`src/rtl/pl_adc_capture.sv`:
```
// -----------------------------------------------------------------------------
// pl_adc_capture
//
// Capture engine for the parallel CMOS ADC bus. After a work request it
// registers the ADC bus on every clock, keeps one sample in every Decim+1,
// and pushes the kept samples into a first-word-fall-through FIFO. The FIFO
// head leaves on a valid/ready stream. When the programmed number of samples
// has been kept and the FIFO has drained, o_ADC_Done is raised as a level
// handshake. It stays high until the controller drops i_ADC_Work.
//
// Ports
//   i_CMOS_Clk     in   1        ADC data clock, the only clock
//   i_Reset        in   1        synchronous, active-high reset
//   i_CMOS_Data    in   DATA_W   raw ADC bus
//   i_ADC_Work     in   1        level work request; dropping it mid-run aborts
//   i_Num_Samples  in   COUNT_W  samples to keep, latched at start
//   i_Decim        in   DEC_W    keep 1 of i_Decim+1 samples, latched at start
//   o_Data         out  DATA_W   FIFO head (0 while the FIFO is empty)
//   o_Valid        out  1        FIFO non-empty
//   i_Ready        in   1        consumer accepts o_Data on this edge
//   o_ADC_Done     out  1        capture complete
//   o_Busy         out  1        capturing or draining
//   o_Overflow     out  1        sticky: a kept sample hit a full FIFO
// -----------------------------------------------------------------------------
module pl_adc_capture #(
    parameter int DATA_W     = 12,
    parameter int COUNT_W    = 20,
    parameter int DEC_W      = 8,
    parameter int FIFO_DEPTH = 16
) (
    input  logic               i_CMOS_Clk,
    input  logic               i_Reset,
    input  logic [DATA_W-1:0]  i_CMOS_Data,
    input  logic               i_ADC_Work,
    input  logic [COUNT_W-1:0] i_Num_Samples,
    input  logic [DEC_W-1:0]   i_Decim,
    output logic [DATA_W-1:0]  o_Data,
    output logic               o_Valid,
    input  logic               i_Ready,
    output logic               o_ADC_Done,
    output logic               o_Busy,
    output logic               o_Overflow
);

    localparam int PTR_W = (FIFO_DEPTH > 1) ? $clog2(FIFO_DEPTH) : 1;

    localparam logic [COUNT_W-1:0] KEPT_ONE = COUNT_W'(1);
    localparam logic [DEC_W-1:0]   DEC_ONE  = DEC_W'(1);
    localparam logic [PTR_W-1:0]   PTR_ONE  = PTR_W'(1);
    localparam logic [PTR_W:0]     CNT_ONE  = (PTR_W + 1)'(1);
    localparam logic [PTR_W:0]     CNT_FULL = (PTR_W + 1)'(FIFO_DEPTH);

    typedef enum logic [1:0] {
        IDLE    = 2'd0,
        CAPTURE = 2'd1,
        DRAIN   = 2'd2,
        DONE    = 2'd3
    } state_t;

    state_t state;
    state_t state_nxt;

    // Run configuration, latched on the IDLE -> CAPTURE edge
    logic [COUNT_W-1:0] target;
    logic [DEC_W-1:0]   dec_reload;

    // Run progress
    logic [COUNT_W-1:0] kept_cnt;
    logic [DEC_W-1:0]   dec_cnt;

    // Input stage: registered ADC bus plus a flag marking a kept sample
    logic [DATA_W-1:0]  data_p0;
    logic               vld_p0;

    // FIFO storage and bookkeeping
    logic [DATA_W-1:0]  mem [FIFO_DEPTH];
    logic [PTR_W-1:0]   wr_ptr;
    logic [PTR_W-1:0]   rd_ptr;
    logic [PTR_W:0]     count;

    logic               ovf;
    logic               flush;
    logic               target_hit;
    logic               keep;
    logic               fifo_empty;
    logic               fifo_full;
    logic               wr_en;
    logic               rd_en;

    // -------------------------------------------------------------------------
    // Control decode
    // -------------------------------------------------------------------------
    always_comb begin
        fifo_empty = (count == '0);
        fifo_full  = (count == CNT_FULL);
        // Dropping the work request while a run is in flight is an abort
        flush      = ((state == CAPTURE) || (state == DRAIN)) && !i_ADC_Work;
        target_hit = (kept_cnt == target);
        keep       = (state == CAPTURE) && !flush && (dec_cnt == '0) && !target_hit;
        // A kept sample arriving at a full FIFO is lost, even if a read
        // frees a slot on the same edge
        wr_en      = vld_p0 && (state == CAPTURE) && !flush && !fifo_full;
        rd_en      = !fifo_empty && i_Ready && !flush;
    end

    // -------------------------------------------------------------------------
    // FSM: state register
    // -------------------------------------------------------------------------
    always_ff @(posedge i_CMOS_Clk) begin
        if (i_Reset) begin
            state <= IDLE;
        end else begin
            state <= state_nxt;
        end
    end

    // -------------------------------------------------------------------------
    // FSM: next state
    // -------------------------------------------------------------------------
    always_comb begin
        state_nxt = state;
        case (state)
            IDLE: begin
                if (i_ADC_Work) begin
                    // A zero-length request completes without capturing
                    state_nxt = (i_Num_Samples == '0) ? DONE : CAPTURE;
                end
            end
            CAPTURE: begin
                if (!i_ADC_Work) begin
                    state_nxt = IDLE;
                end else if (target_hit && !vld_p0) begin
                    // Last kept sample has left the input stage
                    state_nxt = DRAIN;
                end
            end
            DRAIN: begin
                if (!i_ADC_Work) begin
                    state_nxt = IDLE;
                end else if (fifo_empty) begin
                    state_nxt = DONE;
                end
            end
            DONE: begin
                if (!i_ADC_Work) begin
                    state_nxt = IDLE;
                end
            end
            default: state_nxt = IDLE;
        endcase
    end

    // -------------------------------------------------------------------------
    // FSM: outputs
    // -------------------------------------------------------------------------
    always_comb begin
        o_ADC_Done = 1'b0;
        o_Busy     = 1'b0;
        case (state)
            CAPTURE: o_Busy     = 1'b1;
            DRAIN:   o_Busy     = 1'b1;
            DONE:    o_ADC_Done = 1'b1;
            default: begin
                o_ADC_Done = 1'b0;
                o_Busy     = 1'b0;
            end
        endcase
    end

    // -------------------------------------------------------------------------
    // Run counters and overflow flag
    // -------------------------------------------------------------------------
    always_ff @(posedge i_CMOS_Clk) begin
        if (i_Reset) begin
            target     <= '0;
            dec_reload <= '0;
            kept_cnt   <= '0;
            dec_cnt    <= '0;
            vld_p0     <= 1'b0;
            ovf        <= 1'b0;
        end else if ((state == IDLE) && i_ADC_Work) begin
            target     <= i_Num_Samples;
            dec_reload <= i_Decim;
            kept_cnt   <= '0;
            // Zero here makes the very first captured sample a kept one
            dec_cnt    <= '0;
            vld_p0     <= 1'b0;
            ovf        <= 1'b0;
        end else if ((state == CAPTURE) && !flush) begin
            vld_p0 <= keep;
            if (dec_cnt == '0) begin
                dec_cnt <= dec_reload;
                // Counter stops at the target so it can never wrap in a run
                if (!target_hit) begin
                    kept_cnt <= kept_cnt + KEPT_ONE;
                end
            end else begin
                dec_cnt <= dec_cnt - DEC_ONE;
            end
            if (vld_p0 && fifo_full) begin
                ovf <= 1'b1;
            end
        end else begin
            // Abort keeps ovf so the controller can still read it
            vld_p0 <= 1'b0;
        end
    end

    // -------------------------------------------------------------------------
    // Stage p0: input register
    // -------------------------------------------------------------------------
    always_ff @(posedge i_CMOS_Clk) begin
        if (state == CAPTURE) begin
            data_p0 <= i_CMOS_Data;
        end
    end

    // -------------------------------------------------------------------------
    // Stage p1: FIFO write / read
    // -------------------------------------------------------------------------
    always_ff @(posedge i_CMOS_Clk) begin
        if (wr_en) begin
            mem[wr_ptr] <= data_p0;
        end
    end

    always_ff @(posedge i_CMOS_Clk) begin
        if (i_Reset || flush) begin
            wr_ptr <= '0;
            rd_ptr <= '0;
            count  <= '0;
        end else begin
            if (wr_en) begin
                wr_ptr <= wr_ptr + PTR_ONE;
            end
            if (rd_en) begin
                rd_ptr <= rd_ptr + PTR_ONE;
            end
            case ({wr_en, rd_en})
                2'b10:   count <= count + CNT_ONE;
                2'b01:   count <= count - CNT_ONE;
                default: count <= count;
            endcase
        end
    end

    // First-word-fall-through head; forced to zero while empty so the
    // stream bus is quiet after reset and after a flush
    always_comb begin
        o_Valid    = !fifo_empty;
        o_Data     = fifo_empty ? '0 : mem[rd_ptr];
        o_Overflow = ovf;
    end

endmodule

```
`config.mk`:
```
export PLATFORM = sky130hd
export DESIGN_NAME = pl_adc_capture
export DESIGN_NICKNAME = d
export VERILOG_FILES = /design/src/rtl/pl_adc_capture.sv
export SDC_FILE = /design/constraint.sdc
export NUM_CORES = 1
export LEC_CHECK = 0
export CAP_MARGIN = 20
export CORE_MARGIN = 4
export CORE_UTILIZATION = 44
export CTS_CLUSTER_DIAMETER = 60
export DETAILED_ROUTE_END_ITERATION = 12
export DONT_BUFFER_PORTS = 1
export HOLD_SLACK_MARGIN = 0.12
export SETUP_SLACK_MARGIN = 0.5
export SLEW_MARGIN = 40
export SYNTH_ARGS = -nofsm -noshare
export SYNTH_HDL_FRONTEND = slang
export SYNTH_SLANG_ARGS = --single-unit
```
`constraint.sdc`:
```
create_clock -name i_CMOS_Clk -period 6.54 [get_ports i_CMOS_Clk]
set_clock_uncertainty 0.2 [all_clocks]
set_input_delay 0.654 -clock i_CMOS_Clk [delete_from_list [all_inputs] [get_ports i_CMOS_Clk]]
set_output_delay 0.654 -clock i_CMOS_Clk [all_outputs]
set_load 0.005 [all_outputs]
```
==> impl_metrics.yaml <==
run_status:
  outcome: "completed"
clocking:
  clockBufferDepth: 3
  postCtsSetupRepairBufs: 0
  cts-root-buf: "clkbuf_16"
  cts_buffers: 29
  htree_levels: 1
  clk-insertion-delay-late_ns: 0.55
  cts_sinks: 281
  cts_resized: 0
  cts_tree: "yes"
  path_clk_slew_ns: 0.06
setup_path:
  timing_worst_setup_path_type: "reg2reg"
  critical_path.startpoint: "state[0]"
  reg2reg_depth: 13
  crit_top_cell: "ha_1"
  cp_slowest_cell: "o2111a_1"
  cp_num_buf_inv: 2
  crit_required_ns: 6.76
  cp_max_fo: 12
  cpLargestDelayFamily: "adder cells"
  crit_path_end_kind: "flip-flop"
  worstPathCellList: "inv_1, ha_1, nand2b_1, o2111a_1, inv_1, ha_1, xor2_1, ha_1, nand4b_1, o221ai_1, a211oi_1, a31oi_1, nand3_1"
  ff2ff_setup_slack_ns: 2.96
  max_stage_delay_ns: 0.43
  r2r-end: "count[4]"
  arrival_ns: 3.80
  critPathLaunchType: "flip-flop"
  reg2reg_from: "state[0]"
sta:
  setup_viol: 0
  worst_pin_slew_ns: 0.835
  fin_setup_tns_ns: 0
  finalCritPeriodShare_pct: 54.7
  postLayoutSetupSlackWorst_ns: 2.96
  rsz0062_at_grt: "no"
  drv_slew: 0
  max_freq_ghz: 0.280
  fin_crit_ns: 3.58
  finalHoldViolCount: 0
  hold_slack_ns: 0.161
  maxSlewHeadroom_pct: 44.3
floorplanning:
  rows: 59
  dieArea_sq_um: 29200
  die-width_microns: 171
  die_y_microns: 171
  start_util_pct: 44.8
  core_sq_um: 26100
  pin_count: 60
detailed_routing:
  drtIter0Drc: 482
  drcViolationCount: 0
  drt-total-wl_mm: 24.6
  vias_per_cell: 5.62
  routedWlPerCell_microns: 20.3
  vias: 6804
  dr.pass1.iters: 5
  ant_nets: 0
grt:
  antenna_found_initial: 1
  grt_pass1_vias: 7057
  grt_pass1_wl_mm: 39.0
  grt_max_degree: 49
  globalRoute.totalOverflow: 0
  grt_use_total_pct: 17.1
yosys:
  synth_area_leaders: "edfxtp_1 52%, dfxtp_1 13%, mux4_2 12%"
  syn-cell-area_sq_um: 11700
  syn_inst: 801
  yosys_warnings: 0
  syn_area_per_cell_sq_um: 14.6
  synth_edf_count: 204
  async_flop_share_pct: 0
  ys.flop_type: "edfxtp_1"
  ys_seq_elements: 281
  synth_top_area_cell: "edfxtp_1"
  yosysMostFrequentCell: "edfxtp_1"
  synth.top_cell.area_share_pct: 52.5
  yosysSeqAreaShare_pct: 65.7
  synth.distinct_cells: 60
  syn_nets: 861
  synth_common_cells: "204 x edfxtp_1, 102 x nand2_1, 77 x dfxtp_1, 60 x mux4_2, 60 x nor2_1"
layout:
  layout.cells.non_filler: 1211
  area_delta_synth_final_pct: 15.6
  drive_above_1_share_pct: 17.1
  layout.nets: 912
  finalInstanceArea_sq_um: 13500
  fin_util_pct: 51.8
place:
  place_inst: 1113
  dp_hpwl_mm: 15.7
  dp_slack_ns: 3.06
  port_buffers: 0
  placed_cell_area_sq_um: 12100
  gp_congestion: 0.882
power:
  power_density_nw_per_um2: 292
  netSwitchingFraction_pct: 22.9
  ir_drop_mv: 0.199
  pwr-share-seq_pct: 51.8
  clkPwrFrac_pct: 40.2
  power_mw: 3.93
  leakage_nw: 4.28
  combPwrFrac_pct: 8.0
  p_int_mw: 3.03
  p_switching_mw: 0.902
min_path:
  whs_path_depth: 3
  min_from: "i_Ready"
  hold_path.class: "in2reg"
run:
  maxCapViolations: 0
## logic make-up (layout without fill, tap and decap cells)
group           Yosys count  after routing  synth area share, %
flops                   281            281                 65.7
buf+inv                  58            132                 2.05
other cells               0              1                    0
fa+ha+maj                16             16                 1.72
mux                      69             69                 12.4
simple gates            243            243                 9.75
compound gates           94             94                 5.39
xor+xnor                 40             40                 3.00
## cells in the final DEF (no fill, tap or decap), types with 5 or more instances in the layout
cell / instances
a211oi_1: 6
mux2i_1: 6
nor4_1: 6
mux4_2: 60
nor2_1: 55
o21ai_0: 8
nand3_1: 11
a21oi_1: 46
and2_1: 15
dlygate4sd3_1: 42
edfxtp_1: 204
nand2b_1: 5
xnor2_1: 30
nand4_1: 16
nor2_2: 6
nand2_1: 100
inv_1: 18
clkbuf_16: 29
buf_4: 15
ha_1: 16
clkbuf_1: 11
dfxtp_1: 74
xor2_1: 10
## worst register-to-register path: cells and delay by family (launching register included)
kind                       cells  cell delay [ns]
DFF                            1             0.36
adders and majority gates      3             0.94
xor gates and xnor gates       1             0.20
and+or+nand+nor                3             0.53
buffers and inverters          2             0.27
AOI/OAI and AO/OA              4             0.94
## registers in the layout (all words and copies together), names as in the netlist, 4 cells and up, named ones only
signal	flops
mem	192
kept_cnt	20
target	20
data_p0	12
dec_cnt	8
dec_reload	8
count	5
rd_ptr	4
wr_ptr	4
## worst max-delay path by stage
| stage | end | slack [ns] | cells after the start |
|---|---|---|---|
| finish | count[4] | 2.96 | 13 |
| global route | count[4] | 2.75 | 13 |
| CTS | count[4] | 3.04 | 13 |
| detailed placement | count[4] | 3.06 | 13 |
| global placement | count[4] | 3.19 | 13 |
| floorplan | count[4] | 3.33 | 15 |
## repair_timing
action,in CTS,in global routing
setup endpoints to repair,0,0
endpoints found under the hold margin,44,0
hold buffers,43,0
## area by class of cell
cell class,instances,area [sq um]
Tap cell,335,419
Multi-Input combinational cell,462,3830
Inverter,18,67.6
Fill cell,2114,12600
Clock buffer,42,795
Antenna cell,1,2.50
Clock inverter,12,128
Sequential cell,281,7670
Timing Repair Buffer,60,578
## per-layer routing
metal  global-route usage [%]  vias to the layer above  routed length, microns
li1                         -                     3124                       -
met1                     22.5                     3424                   10300
met2                     29.2                      221                   12300
met3                     3.65                       35                    1570
met4                     4.48                        0                     539
met5                        0                        -                       0
## power by group through the flow
| stage | clock network [mW] | registers (mW) | logic (mW) |
|---|---|---|---|
| finish | 1.58 | 2.04 | 0.314 |
| global route | 1.70 | 2.05 | 0.350 |
| CTS | 1.62 | 2.04 | 0.315 |
| detailed placement | 0 | 2.08 | 0.290 |
| global placement | 0 | 2.07 | 0.273 |
| floorplan | 0 | 2.05 | 0.231 |
(Power assumes the default switching activity.)
